## config.mk

```make
export PLATFORM = sky130hd
export DESIGN_NAME = alu_cmd_ctrl
export DESIGN_NICKNAME = d
export VERILOG_FILES = /design/src/rtl/alu_ctrl_pkg.sv /design/src/rtl/alu_timeout_cnt.sv /design/src/rtl/alu_cmd_ctrl.sv
export SDC_FILE = /design/constraint.sdc
export NUM_CORES = 1
export LEC_CHECK = 0
export CORE_ASPECT_RATIO = 1.25
export CORE_UTILIZATION = 35
export CTS_CLUSTER_DIAMETER = 80
export DETAILED_ROUTE_END_ITERATION = 8
export RECOVER_POWER = 100
export SETUP_SLACK_MARGIN = 0.1
export SLEW_MARGIN = 15
export SYNTH_ARGS = -nofsm -noshare
export SYNTH_HDL_FRONTEND = slang
export SYNTH_HIERARCHICAL = 1
export SYNTH_SLANG_ARGS = --single-unit
export TNS_END_PERCENT = 5
```

## constraint.sdc

```tcl
create_clock -name CLK -period 2.25 [get_ports CLK]
set_clock_uncertainty 0.1 [all_clocks]
set_input_delay 0.45 -clock CLK [delete_from_list [all_inputs] [get_ports CLK]]
set_output_delay 0.45 -clock CLK [all_outputs]
set_load 0.01 [all_outputs]
```

## src/rtl/alu_ctrl_pkg.sv

```systemverilog
// rtl/alu_ctrl_pkg.sv - shared state encoding, default opcodes and result byte order
package alu_ctrl_pkg;

  typedef enum logic [3:0] {
    ST_IDLE,
    ST_GET_A,
    ST_GET_B,
    ST_GET_FUN,
    ST_RUN,
    ST_WAIT_RES,
    ST_SEND_LO,
    ST_GAP,
    ST_SEND_HI,
    ST_DONE
  } state_t;

  localparam logic [7:0] CMD_FULL_DEF  = 8'hCC;
  localparam logic [7:0] CMD_REUSE_DEF = 8'hDD;

  localparam logic BYTE_LO = 1'b0;
  localparam logic BYTE_HI = 1'b1;

  function automatic logic [7:0] res_byte(input logic [15:0] res, input logic idx);
    return idx ? res[15:8] : res[7:0];
  endfunction

  // States in which an arriving RX byte is an overrun
  function automatic logic in_exec(input state_t s);
    return s inside {ST_RUN, ST_WAIT_RES, ST_SEND_LO, ST_GAP, ST_SEND_HI, ST_DONE};
  endfunction

endpackage

```

## src/rtl/alu_timeout_cnt.sv

```systemverilog
// rtl/alu_timeout_cnt.sv - clearable up-counter flagging the last permitted wait cycle
module alu_timeout_cnt #(
  parameter int TIMEOUT = 8
) (
  input  logic clk,
  input  logic rst,
  input  logic clr,
  input  logic inc,
  output logic term
);

  logic [7:0] count;

  // term marks the cycle whose increment would reach TIMEOUT
  assign term = (count == 8'(TIMEOUT - 1));

  always_ff @(posedge clk) begin
    if (rst || clr) begin
      count <= 8'd0;
    end else if (inc && !term) begin
      count <= count + 8'd1;
    end
  end

endmodule

```

## src/rtl/alu_cmd_ctrl.sv

```systemverilog
// rtl/alu_cmd_ctrl.sv - UART command-frame sequencer driving the ALU and returning its result
module alu_cmd_ctrl
  import alu_ctrl_pkg::*;
#(
  parameter int         OP_WIDTH  = 8,
  parameter int         RES_WIDTH = 2 * OP_WIDTH,
  parameter int         TIMEOUT   = 8,
  parameter logic [7:0] CMD_FULL  = CMD_FULL_DEF,
  parameter logic [7:0] CMD_REUSE = CMD_REUSE_DEF
) (
  input  logic                 CLK,
  input  logic                 RST,
  input  logic [7:0]           RX_P_DATA,
  input  logic                 RX_D_VLD,
  output logic [OP_WIDTH-1:0]  ALU_A,
  output logic [OP_WIDTH-1:0]  ALU_B,
  output logic [3:0]           ALU_FUN,
  output logic                 ALU_EN,
  input  logic [RES_WIDTH-1:0] ALU_OUT,
  input  logic                 OUT_VALID,
  output logic [7:0]           TX_P_DATA,
  output logic                 TX_D_VLD,
  input  logic                 TX_BUSY,
  output logic                 BUSY,
  output logic                 CMD_ERR
);

  state_t               state;
  logic [RES_WIDTH-1:0] res;
  logic                 cnt_term;

  alu_timeout_cnt #(.TIMEOUT(TIMEOUT)) u_timeout (
    .clk  (CLK),
    .rst  (RST),
    .clr  (state == ST_RUN),
    .inc  ((state == ST_WAIT_RES) && !OUT_VALID),
    .term (cnt_term)
  );

  assign BUSY = (state != ST_IDLE);

  // Transmit request is gated combinationally so it can never coincide with TX_BUSY
  always_comb begin
    TX_D_VLD  = 1'b0;
    TX_P_DATA = 8'h00;
    if (state == ST_SEND_LO) begin
      TX_P_DATA = res_byte(res, BYTE_LO);
      TX_D_VLD  = !TX_BUSY;
    end else if (state == ST_SEND_HI) begin
      TX_P_DATA = res_byte(res, BYTE_HI);
      TX_D_VLD  = !TX_BUSY;
    end
  end

  always_ff @(posedge CLK) begin
    if (RST) begin
      state   <= ST_IDLE;
      ALU_A   <= '0;
      ALU_B   <= '0;
      ALU_FUN <= 4'h0;
      ALU_EN  <= 1'b0;
      CMD_ERR <= 1'b0;
      res     <= '0;
    end else begin
      ALU_EN  <= 1'b0;
      CMD_ERR <= 1'b0;
      case (state)
        ST_IDLE: if (RX_D_VLD) begin
          if (RX_P_DATA == CMD_FULL)       state <= ST_GET_A;
          else if (RX_P_DATA == CMD_REUSE) state <= ST_GET_FUN;
          else                             CMD_ERR <= 1'b1;
        end
        ST_GET_A: if (RX_D_VLD) begin
          ALU_A <= RX_P_DATA[OP_WIDTH-1:0];
          state <= ST_GET_B;
        end
        ST_GET_B: if (RX_D_VLD) begin
          ALU_B <= RX_P_DATA[OP_WIDTH-1:0];
          state <= ST_GET_FUN;
        end
        ST_GET_FUN: if (RX_D_VLD) begin
          if (RX_P_DATA[7:4] != 4'h0) begin
            CMD_ERR <= 1'b1;
            state   <= ST_IDLE;
          end else begin
            ALU_FUN <= RX_P_DATA[3:0];
            ALU_EN  <= 1'b1;
            state   <= ST_RUN;
          end
        end
        ST_RUN: state <= ST_WAIT_RES;
        ST_WAIT_RES: begin
          if (OUT_VALID) begin
            res   <= ALU_OUT;
            state <= ST_SEND_LO;
          end else if (cnt_term) begin
            CMD_ERR <= 1'b1;
            state   <= ST_IDLE;
          end
        end
        ST_SEND_LO: if (!TX_BUSY) state <= ST_GAP;
        ST_GAP:     state <= ST_SEND_HI;
        ST_SEND_HI: if (!TX_BUSY) state <= ST_DONE;
        ST_DONE:    state <= ST_IDLE;
        default:    state <= ST_IDLE;
      endcase
      if (RX_D_VLD && in_exec(state)) CMD_ERR <= 1'b1;
    end
  end

endmodule

```

Word level (Yosys, flattened, before mapping). Cells that the tools add are included.

Bitwise logic cells: 3. Mux-type cells: 26. Reductions and logical operators: 17. $add $sub $neg: 1. Eq/ne operators: 20.

Operators with widths (number): two-way mux 4 bit (10); one-hot mux 4 bit (9 select lines) (1); equality test 4 x 3 -> 1 bit, second input constant (4); equality test 8 bit, second input constant (2); two-way mux 8 bit (2); inequality test 2 bit, second input constant (6); two-way mux 1 bit (11); adder 8 x 1 -> 8 bit, second input constant (1); equality test 4 x 2 -> 1 bit, second input constant (2); equality test 4 bit, second input constant (2); equality test 8 x 3 -> 1 bit, second input constant (1); AND reduction 8 bit (1); nonzero test 4 bit (2); AND reduction 2 bit (3); nonzero test 6 bit (1); equality test 4 x 1 -> 1 bit, second input constant (1); logical NOT 4 bit (1); logical AND 1 bit (3); logical NOT 1 bit (3); two-way mux 3 bit (1); inequality test 3 x 2 -> 1 bit, second input constant (1); inequality test 3 bit, second input constant (1); inverter 1 bit (3); one-hot mux 1 bit (3 select lines) (1); other kinds (3) (3).

Output and inout port bits: 32. Logic and storage cells: 75. Register bits: 50. Input bits: 29.

Longest topological paths before layout.
Depth in word-level cells: 6. Gate-level depth with buffers: 7. Mapped depth without buffers: 7.

Cells and area by module. Netlist, hierarchy kept.

By module, submodules not included: alu_cmd_ctrl (instances 1, seq. area each 840.8 sq um, cells an instance 222, area each 1938.1 sq um); alu_timeout_cnt (instances 1, seq. area each 160.2 sq um, cells an instance 45, area each 391.6 sq um).

Worst setup path after synthesis. No wires, ideal clock.

Path type: flip-flop to output port. Start point: register state[3]. End point: output TX_D_VLD. Required time: 1.700 ns. Arrival time: 1.249 ns. Path buffers: 2. Slack: 0.451 ns. Stages on the path, launching flop included: 6. Path through: dfxtp_1 buf_4 nor3b_2 clkbuf_1 nor2_1 nor3_1.

Word-level cells in the longest chain between the ends: 3. Elaborated cells between the ends (all ways): 4. Classes of those cells: eq/ne: 2; mux: 2.

RTL lines: start, declared (RTL line alu_cmd_ctrl.sv:28) `state_t state;`; start signal, assigned (RTL line alu_cmd_ctrl.sv:57) `state <= ST_IDLE;`; start signal, assigned (RTL line alu_cmd_ctrl.sv:69) `if (RX_P_DATA == CMD_FULL) state <= ST_GET_A;`; start signal, assigned (RTL line alu_cmd_ctrl.sv:70) `else if (RX_P_DATA == CMD_REUSE) state <= ST_GET_FUN;`; equality test 4 bit (RTL line alu_cmd_ctrl.sv:49) `end else if (state == ST_SEND_HI) begin`; two-way mux 1 bit (RTL line alu_cmd_ctrl.sv:49); two-way mux 1 bit (*) (RTL line alu_cmd_ctrl.sv:46) `if (state == ST_SEND_LO) begin`; end, declared (RTL line alu_cmd_ctrl.sv:22) `output logic TX_D_VLD,`.

Every way passes the cells marked *; elsewhere a longest branch is shown, timed or not.

Final worst setup path.
Start point: register state[3]. End point: output TX_P_DATA[7].

Word-level cells in the longest chain between the ends: 3. Elaborated cells between the ends (all ways): 4. Classes of those cells: eq/ne: 2; mux: 2.

RTL lines: equality test 4 bit (RTL line alu_cmd_ctrl.sv:49); two-way mux 8 bit (RTL line alu_cmd_ctrl.sv:49); two-way mux 8 bit (*) (RTL line alu_cmd_ctrl.sv:46); end, declared (RTL line alu_cmd_ctrl.sv:21) `output logic [7:0] TX_P_DATA,`.

Marked as above.

==> key figures <==
Floorplan
  • Die Ht: 93.2 µm
  • # rows: 32
  • Top-Level Pins: 61
  • CORE AREA: 6290 µm²
  • Chip width: 75.0 µm
  • Die ar.: 6990 µm²
  • Starting Density: 37.1%

Route
  • Starting DRT DRC Count: 120
  • Routed len/inst: 13.6 µm
  • First-pass DRT Iterations: 4
  • Vias per cell: 4.93
  • Antenna Violating Nets Remaining: 0
  • Residual DRC: 0
  • DRT Wirelength: 5810 µm
  • Routed vias: 2107

Final layout
  • Inserted Diodes: 0
  • Post-route cell area: 3180 µm²
  • Commonest non-fill, non-tap cell in the layout: dfxtp_1
  • Final cell count without fillers: 427
  • Final core utilization: 50.6%
  • Final nets: 371
  • Most frequent cells in the layout: dfxtp_1 (46), nand2_1 (40), nor2_1 (37)
  • Area Overhead vs Synth: 36.5%
  • Share of cells above drive strength 1: 12.3%

STA
  • Minimum clock period: 2.10 ns
  • F_max: 476 MHz
  • Slew HR: 32.4%
  • Worst hold slack: 0.358 ns
  • Final setup violation count: 0
  • Final hold violations: 0
  • RSZ-0062 raised after global routing: true
  • Final Slew Violations: 0
  • Post-route setup slack: 0.151 ns
  • Tcrit/Tclk final: 93.3%
  • Worst Tran Pin Value: 1.01 ns
  • Setup TNS: 0 ns

Global route
  • Vias in the first global route: 2038
  • Initial antenna violation count: 0
  • First-pass GRT wire length: 9490 µm
  • Pin count of the biggest net entering global routing: 22
  • Grt ovf: 0
  • GRT Overall Usage: 17.6%

Critical path
  • Crit path capture type: output port
  • Worst EP arrival: 1.55 ns
  • Critical path class: flip-flop to output port
  • Crit path launch type: flip-flop
  • Critical path required time: 1.70 ns
  • Maximum net fanout on the critical path: 8

Place
  • DP Cell Count: 418
  • Setup WS pre-CTS: 0.0926 ns
  • I/O Buffers: 60
  • Placed instance area: 3110 µm²
  • DP HPWL: 4270 µm
  • Placer Congestion: 0.876

Logic synthesis
  • Post-synthesis cell type count: 50
  • Syn Nets: 297
  • Warnings from Yosys: 6
  • Compound-gate portion of the synthesized area: 14.9%
  • Synth Area in Adders: 0.537%
  • Avg Cell Area, Syn: 8.73 µm²
  • Post-Syn Area: 2330 µm²
  • Post-Synth XOR/XNOR Area: 0.752%
  • Post-synth EDFFs: 0
  • Synth Register Bits: 50
  • Register area share after synthesis: 43.0%
  • Post-synth ARST share: 0%
  • Synth Flop Type: dfxtp_1
  • Mux share of post-synthesis cell area: 9.88%
  • Synth Area in Simple Gates: 26.4%
  • Main combinational cell family by area after synthesis: simple AND/OR/NAND/NOR gates
  • Synth Instances: 267

Clock network
  • Root Buffer: clkbuf_8
  • Clock-pin slew on the worst setup and hold paths: 0.09 ns
  • CTS Buf Count: 5
  • CTS tree: built
  • Hold_buf cts: 0
  • Clk_lat worst skew: 0.30 ns
  • CTS Buffer Depth: 2
  • Depth of the CTS H-tree: 2
  • Clock sink count: 50

Power and ir drop
  • Overall power: 1.74 mW
  • Switch share: 25.6%
  • Clock share of power: 31.4%
  • NetSw: 444 µW
  • P_leak: 1.32 nW
  • Sequential share of power: 53.0%
  • Internal: 1.29 mW
  • VDD IR max: 0.000418 V
  • Power per cell area: 546 nW/µm²
  • Power share of the combinational group: 15.6%

Run status
  • Outcome: finished clean

Min path
  • Hold Path Class: flip-flop to flip-flop

Job
  • Max-cap check violation count: 0
==> power by group through the flow <==
stage | Combinational (mW) | Sequential [mW] | Clock, mW
CTS | 0.291 | 0.923 | 0.566
floorplan | 0.144 | 0.941 | 0
global route | 0.296 | 0.923 | 0.594
detailed placement | 0.288 | 0.940 | 0
global placement | 0.289 | 0.940 | 0
finish | 0.272 | 0.920 | 0.545
==> path summary, 6_finish.rpt <==
kind	start	endpoint	slack, ns	depth (start not counted)
max reg2reg	state[3]	u_timeout/count[7]	0.16	7
min reg2reg	res[7]	res[7]	0.36	2
max	state[3]	TX_P_DATA[7]	0.15	5
min	res[7]	res[7]	0.36	2
==> layout make-up <==
cell class | count | area (µm²)
fillers | 661 | 3110
multi-input cells | 198 | 1200
clock inverters | 2 | 12.5
flip-flops and latches | 50 | 1010
repair buffers | 84 | 766
well taps | 85 | 106
inverters | 2 | 7.51
clock buffers | 6 | 82.6
==> worst max-delay path, cell delays in order, from the launching register on <==
cell	delay (ns)
dfxtp_2	0.37
nor3b_2	0.24
buf_6	0.17
a22oi_1	0.09
nor2_1	0.11
dlygate4sd2_1	0.28
==> per-layer routing <==
layer | GRT usage (%) | share of wire (%) | vias to the layer above
met5 | 0 | 0 | -
met2 | 30.1 | 50 | 48
met3 | 3.77 | 4.6 | 4
li1 | - | - | 1070
met1 | 22.2 | 45 | 985
met4 | 3.77 | 0.69 | 0
==> registers in the layout, summed over array words and instances, names as in the netlist <==
| name | cells |
|---|---|
| state | 4 |
| ALU_EN | 1 |
| res | 16 |
| CMD_ERR | 1 |
| ALU_FUN | 4 |
| ALU_A | 8 |
| ALU_B | 8 |
| u_timeout/count | 8 |
==> Yosys cell counts (all sizes together), types with 4 or more instances <==
| master | n | area share, % |
|---|---|---|
| nand2 | 41 | 6.7 |
| or3 | 4 | 1.1 |
| buf | 10 | 3.1 |
| o21ai | 5 | 1.1 |
| nor3 | 4 | 0.86 |
| nor2 | 39 | 6.8 |
| clkbuf | 7 | 1.1 |
| mux2i | 23 | 9.9 |
| nand4 | 4 | 1.3 |
| nor2b | 7 | 1.9 |
| a22oi | 10 | 3.2 |
| dfxtp | 50 | 43 |
| nand3 | 4 | 1.1 |
| a21oi | 24 | 5.2 |
==> cells by family after synthesis <==
family                   after synthesis
AND/OR/NAND/NOR                      121
AO/OA/AOI/OAI                         51
XOR/XNOR                               2
flip-flops                            50
adder cells (fa/ha/maj)                1
buffers and inverters                 19
multiplexers                          23
==> timing repair <==
item | CTS | global route
pin swaps | 0 | 0
gates resized for setup | 16 | 5
endpoints found under the setup margin | 10 | 9
buffers inserted | 1 | 0
Power figures use the tool's default switching activity.
==> RTL change 1: new RTL, same flow settings <==
Reset style: asynchronous (`RST`), changed in one clocked block.
--- a/src/rtl/alu_cmd_ctrl.sv
+++ b/src/rtl/alu_cmd_ctrl.sv
@@ -52,7 +52,7 @@
     end
   end
 
-  always_ff @(posedge CLK) begin
+  always_ff @(posedge CLK or posedge RST) begin
     if (RST) begin
       state   <= ST_IDLE;
       ALU_A   <= '0;
Formal check against the unedited RTL: differs if RST is asserted again (counterexample within 4 cycles, from zero or initial values and one cycle with RST high); with RST held inactive, the same outputs for 10 cycles.
==> RTL change 1 against the unedited design <==
  * The flow now finishes with violations (setup timing)
  * Final area up 11%
  * Routed wire length is essentially flat
  * Setup slack got worse by 0.23 ns
  * Sequential cell count is the same
  * Core utilization up 3.6 points
  * Synthesized area rose by 1.1%
  * Sequential share of layout area rose by 2.7 points
  * Register-to-register slack got worse by 0.10 ns
  * Largest cell class is now flip-flops and latches
Power is not compared: it rests on default switching activity, and its combinational part moved more than twofold at a synthesized area within 25%.
==> RTL change 1: results (changes against the unedited design) <==
status finished with violations; failing checks setup timing; Nets 342 (-7.8%); Final HPWL DP 4.07 mm (-4.7%); vias per cell 4.90 (-0.70%); Slowest-stage cell, CP dfrtp_2; sw power 0.981 mW; # port buffers 60 (unchanged); final WL 5.81 mm (about the same); Commonest cells post-synth dfrtp_1, mux2_2, nand2_1; hold path cells 2 (unchanged); synth top area cells dfrtp_1, mux2_2, dfxtp_1; largest net degree at the start of global routing 43 (+95%); Syn Nets 238 (-20%); multi-input logic area 1180 µm² (-1.8%); final worst slack -0.0793 ns (-0.231 ns); CP max stage delay 0.43 ns (+0.06 ns); Leakage approximately 1.6 nW; Min-Delay Startpoint u_timeout/count[7]$_SDFFE_PP0P_; share of post-route cells with drive strength above 1 0.385 (+0.262); VDD IR-drop max 0.497 mV; Slew headroom 0.314 (-0.0103); initial DRC count 71 (-41%); r2r startpoint state[3]$_DFFE_PP0P_; sequential area share after synthesis 0.514 (+0.0844); placed cell areas 3270 µm² (+4.9%); CTS Buf Count 5 (unchanged); r2r worst-path depth 7 (unchanged); Clock Path Buffers 2 (unchanged); CTS root buf clkbuf_8; ys async rst share 0.840 (+0.840); CP startpoint state[0]$_DFFE_PP0P_; H-tree depth 2 (unchanged); critical path arrival 1.78 ns (+0.23 ns); drt first pass iters 4 (unchanged); vias in the first global route 2,018 (-0.98%); GRT Util Overall 0.175 (about the same); worst-path maximum fanout 3 (-5); routability cong. 0.725 (-17%); Final setup viols 9 (+9); Fillers 634 (-4.1%); worst slack, placed -0.104 ns (-0.197 ns); Yosys cell types 43 (-14%); first-pass GRT wire length 9.38 mm (-1.2%)
-- RTL change 1: what timing repair did --
item                       in CTS  in global routing
cloned                          1                  1
pin swaps                       6                  9
setup endpoints to repair      10                 15
setup buffers                   9                  5
gates resized for setup        55                 21
-- RTL change 1: per-layer routing --
metal | routed length, µm | GRT usage
met1 | 2500 | 0.220
met2 | 2950 | 0.292
met3 | 233 | 0.0333
met4 | 131 | 0.0694
met5 | 0 | 0
-- RTL change 1: final timing paths --
kind | slack (ns) | end
setup / recovery | -0.08 | TX_P_DATA[0]
hold / removal | 0.40 | u_timeout/count[7]$_SDFFE_PP0P_
setup reg to reg | 0.06 | u_timeout/count[7]$_SDFFE_PP0P_
hold reg to reg | 0.40 | u_timeout/count[7]$_SDFFE_PP0P_
max in group asynchronous | 0.46 | state[0]$_DFFE_PP0P_
min in group asynchronous | 0.89 | ALU_B[2]$_DFFE_PP0P_
-- RTL change 1: cell families after synthesis --
| group | synth area share |
|---|---|
| simple gates | 0.161 |
| flops | 0.514 |
| mux | 0.191 |
| buf+inv | 0.0218 |
| xor+xnor | 0.00744 |
| compound gates | 0.0940 |
| fa+ha+maj | 0.0106 |
-- RTL change 1: metrics by stage --
| step | instances | setup TNS, ns |
|---|---|---|
| floorplan | 207 | 0 |
| global placement | 375 | -0.848 |
| detailed placement | 375 | -1.13 |
| CTS | 393 | -0.0879 |
| global route | 399 | -2.35 |
| finish | 399 | -0.572 |
-- RTL change 1: layout make-up --
class                           count  area share
Timing Repair Buffer              104       0.248
Inverter                            4     0.00424
Multi-Input combinational cell    146       0.333
Clock buffer                        6      0.0233
Tap cell                           87      0.0308
Clock inverter                      2      0.0170
Sequential cell                    50       0.343
-- RTL change 1: power groups by stage --
stage,clock [mW],sequential (mW),combinational [mW]
floorplan,0,1.42,0.547
global placement,0,1.36,1.26
detailed placement,0,1.36,1.27
CTS,0.791,1.36,1.32
global route,0.822,1.39,1.35
finish,0.767,1.35,1.25
-- RTL change 1: critical path: cells and delay by family, from the launching register on --
kind | cells | cell delay, ns
DFF | 1 | 0.43
buffers and inverters | 5 | 0.59
and+or+nand+nor | 2 | 0.36
AOI/OAI and AO/OA | 1 | 0.10
==> RTL change 2: new RTL, same settings <==
Made on the original files. `TIMEOUT` is set to 8 in 2 places; all go to 4.
--- a/src/rtl/alu_timeout_cnt.sv
+++ b/src/rtl/alu_timeout_cnt.sv
@@ -1,6 +1,6 @@
 // rtl/alu_timeout_cnt.sv - clearable up-counter flagging the last permitted wait cycle
 module alu_timeout_cnt #(
-  parameter int TIMEOUT = 8
+  parameter int TIMEOUT = 4
 ) (
   input  logic clk,
   input  logic rst,
--- a/src/rtl/alu_cmd_ctrl.sv
+++ b/src/rtl/alu_cmd_ctrl.sv
@@ -4,7 +4,7 @@
 #(
   parameter int         OP_WIDTH  = 8,
   parameter int         RES_WIDTH = 2 * OP_WIDTH,
-  parameter int         TIMEOUT   = 8,
+  parameter int         TIMEOUT   = 4,
   parameter logic [7:0] CMD_FULL  = CMD_FULL_DEF,
   parameter logic [7:0] CMD_REUSE = CMD_REUSE_DEF
 ) (
Behaviour: not the same (a bounded check fails within 10 cycles, from zero or initial values and one cycle with RST high).
==> RTL change 2 against the unedited design <==
  * Routed wire length up 1.4%
  * Sequential cell count unchanged
  * Clock power up 4.8%
  * Final area up 2.0%
  * Sequential share of layout area down 0.70 points
  * Setup slack worse by 0.019 ns
  * Highest routed layer unchanged
  * Total power up 2.1%
  * Synthesized area about the same
==> RTL change 2: results (changes against the unedited design) <==
worst slack, placed 0.0472 ns (-0.0454 ns); VDD IR-drop max 0.340 mV (-19%); synth top area cells dfxtp_1, mux2i_1, nand2_1; Yosys cell types 53 (+6.0%); sequential area share after synthesis 0.429 (about the same); Leakage 1.34 nW (+0.83%); Cells after Synth 267 (unchanged); slew at the pin with the worst max-slew slack 0.677 ns (-0.336 ns); Placed Cells 421 (+0.72%); first-pass GRT wire length 9.55 mm (+0.58%); Seq. pwr 0.915 mW (-0.5%); share of post-route cells with drive strength above 1 0.142 (+0.0192); clock-net power 0.571 mW (+4.8%); Crit path max-delay family buffers and inverters; initial DRC count 104 (-13%); CP max stage delay 0.54 ns (+0.17 ns); vias in the first global route 2,076 (+1.9%); critical path arrival 1.57 ns (+0.02 ns); largest net degree at the start of global routing 22 (unchanged); routability cong. 0.835 (-4.7%); final WL 5.89 mm (+1.4%); H-tree depth 2 (unchanged); Slowest-stage cell, CP clkdlybuf4s50_1; ys async rst share 0 (unchanged); placed cell areas 3140 µm² (+0.76%); Commonest cells post-synth dfxtp_1, nand2_1, nor2_1; worst-path maximum fanout 20 (+12); Final HPWL DP 4.33 mm (+1.4%); GRT Util Overall 0.178 (+0.00252); Worst Hold Class reg -> reg; Clock Path Buffers 2 (unchanged); vias per cell 4.94 (about the same); Finished Layout Cells 430 (+0.70%); CTS root buf clkbuf_8; Overall Power 1.77 mW (+2.1%); Nets 374 (+0.81%); final core occ 0.516 (+0.0102); CTS Buf Count 5 (unchanged); initial antenna violation count 0 (unchanged); sw power 0.467 mW (+5.2%); status complete, no violations
[RTL change 2: what timing repair did]
| action | CTS | global route |
|---|---|---|
| resized for setup | 16 | 7 |
| cloned | 0 | 0 |
| hold endpoints to repair | 0 | 0 |
| setup buffers | 1 | 0 |
| endpoints found under the setup margin | 12 | 15 |
| pin swaps | 1 | 1 |
[RTL change 2: layer usage]
metal  track usage  up-vias  share of wire
met5             0        -              0
met1         0.215     1000           0.43
li1              -     1076              -
met3        0.0453        4          0.050
met4        0.0519        0         0.0093
met2         0.306       43           0.51
[RTL change 2: kinds of logic after synthesis]
| logic type | after synthesis | synth area share |
|---|---|---|
| compound gates | 49 | 0.146 |
| xor+xnor | 3 | 0.0113 |
| fa+ha+maj | 1 | 0.00537 |
| buf+inv | 19 | 0.0451 |
| flops | 50 | 0.429 |
| mux | 23 | 0.0988 |
| simple gates | 122 | 0.264 |
[RTL change 2: worst paths after layout]
path                                    from                     to  slack, ns  cells after the start
max                    state[0]$_SDFFE_PP0P_                   BUSY       0.13                      4
max reg2reg  u_timeout/count[0]$_SDFFE_PP0P_  state[2]$_SDFFE_PP0P_       0.18                      7
min                      res[0]$_SDFFE_PP0P_    res[0]$_SDFFE_PP0P_       0.36                      2
min reg2reg              res[0]$_SDFFE_PP0P_    res[0]$_SDFFE_PP0P_       0.36                      2
[RTL change 2: cell type report]
type | instances | area [µm²]
inverter | 2 | 7.51
clock buffer | 6 | 82.6
timing repair buffer | 87 | 800
fill | 647 | 3040
tap | 85 | 106
clock inverter | 2 | 16.3
multi-input combinational | 198 | 1230
sequential | 50 | 1000
[RTL change 2: tightest hold or removal path, delay by kind of cell, from the launching register on]
kind	cells	cell delay [ns]
and+or+nand+nor	1	0.05
AOI/OAI and AO/OA	1	0.05
DFF	1	0.32
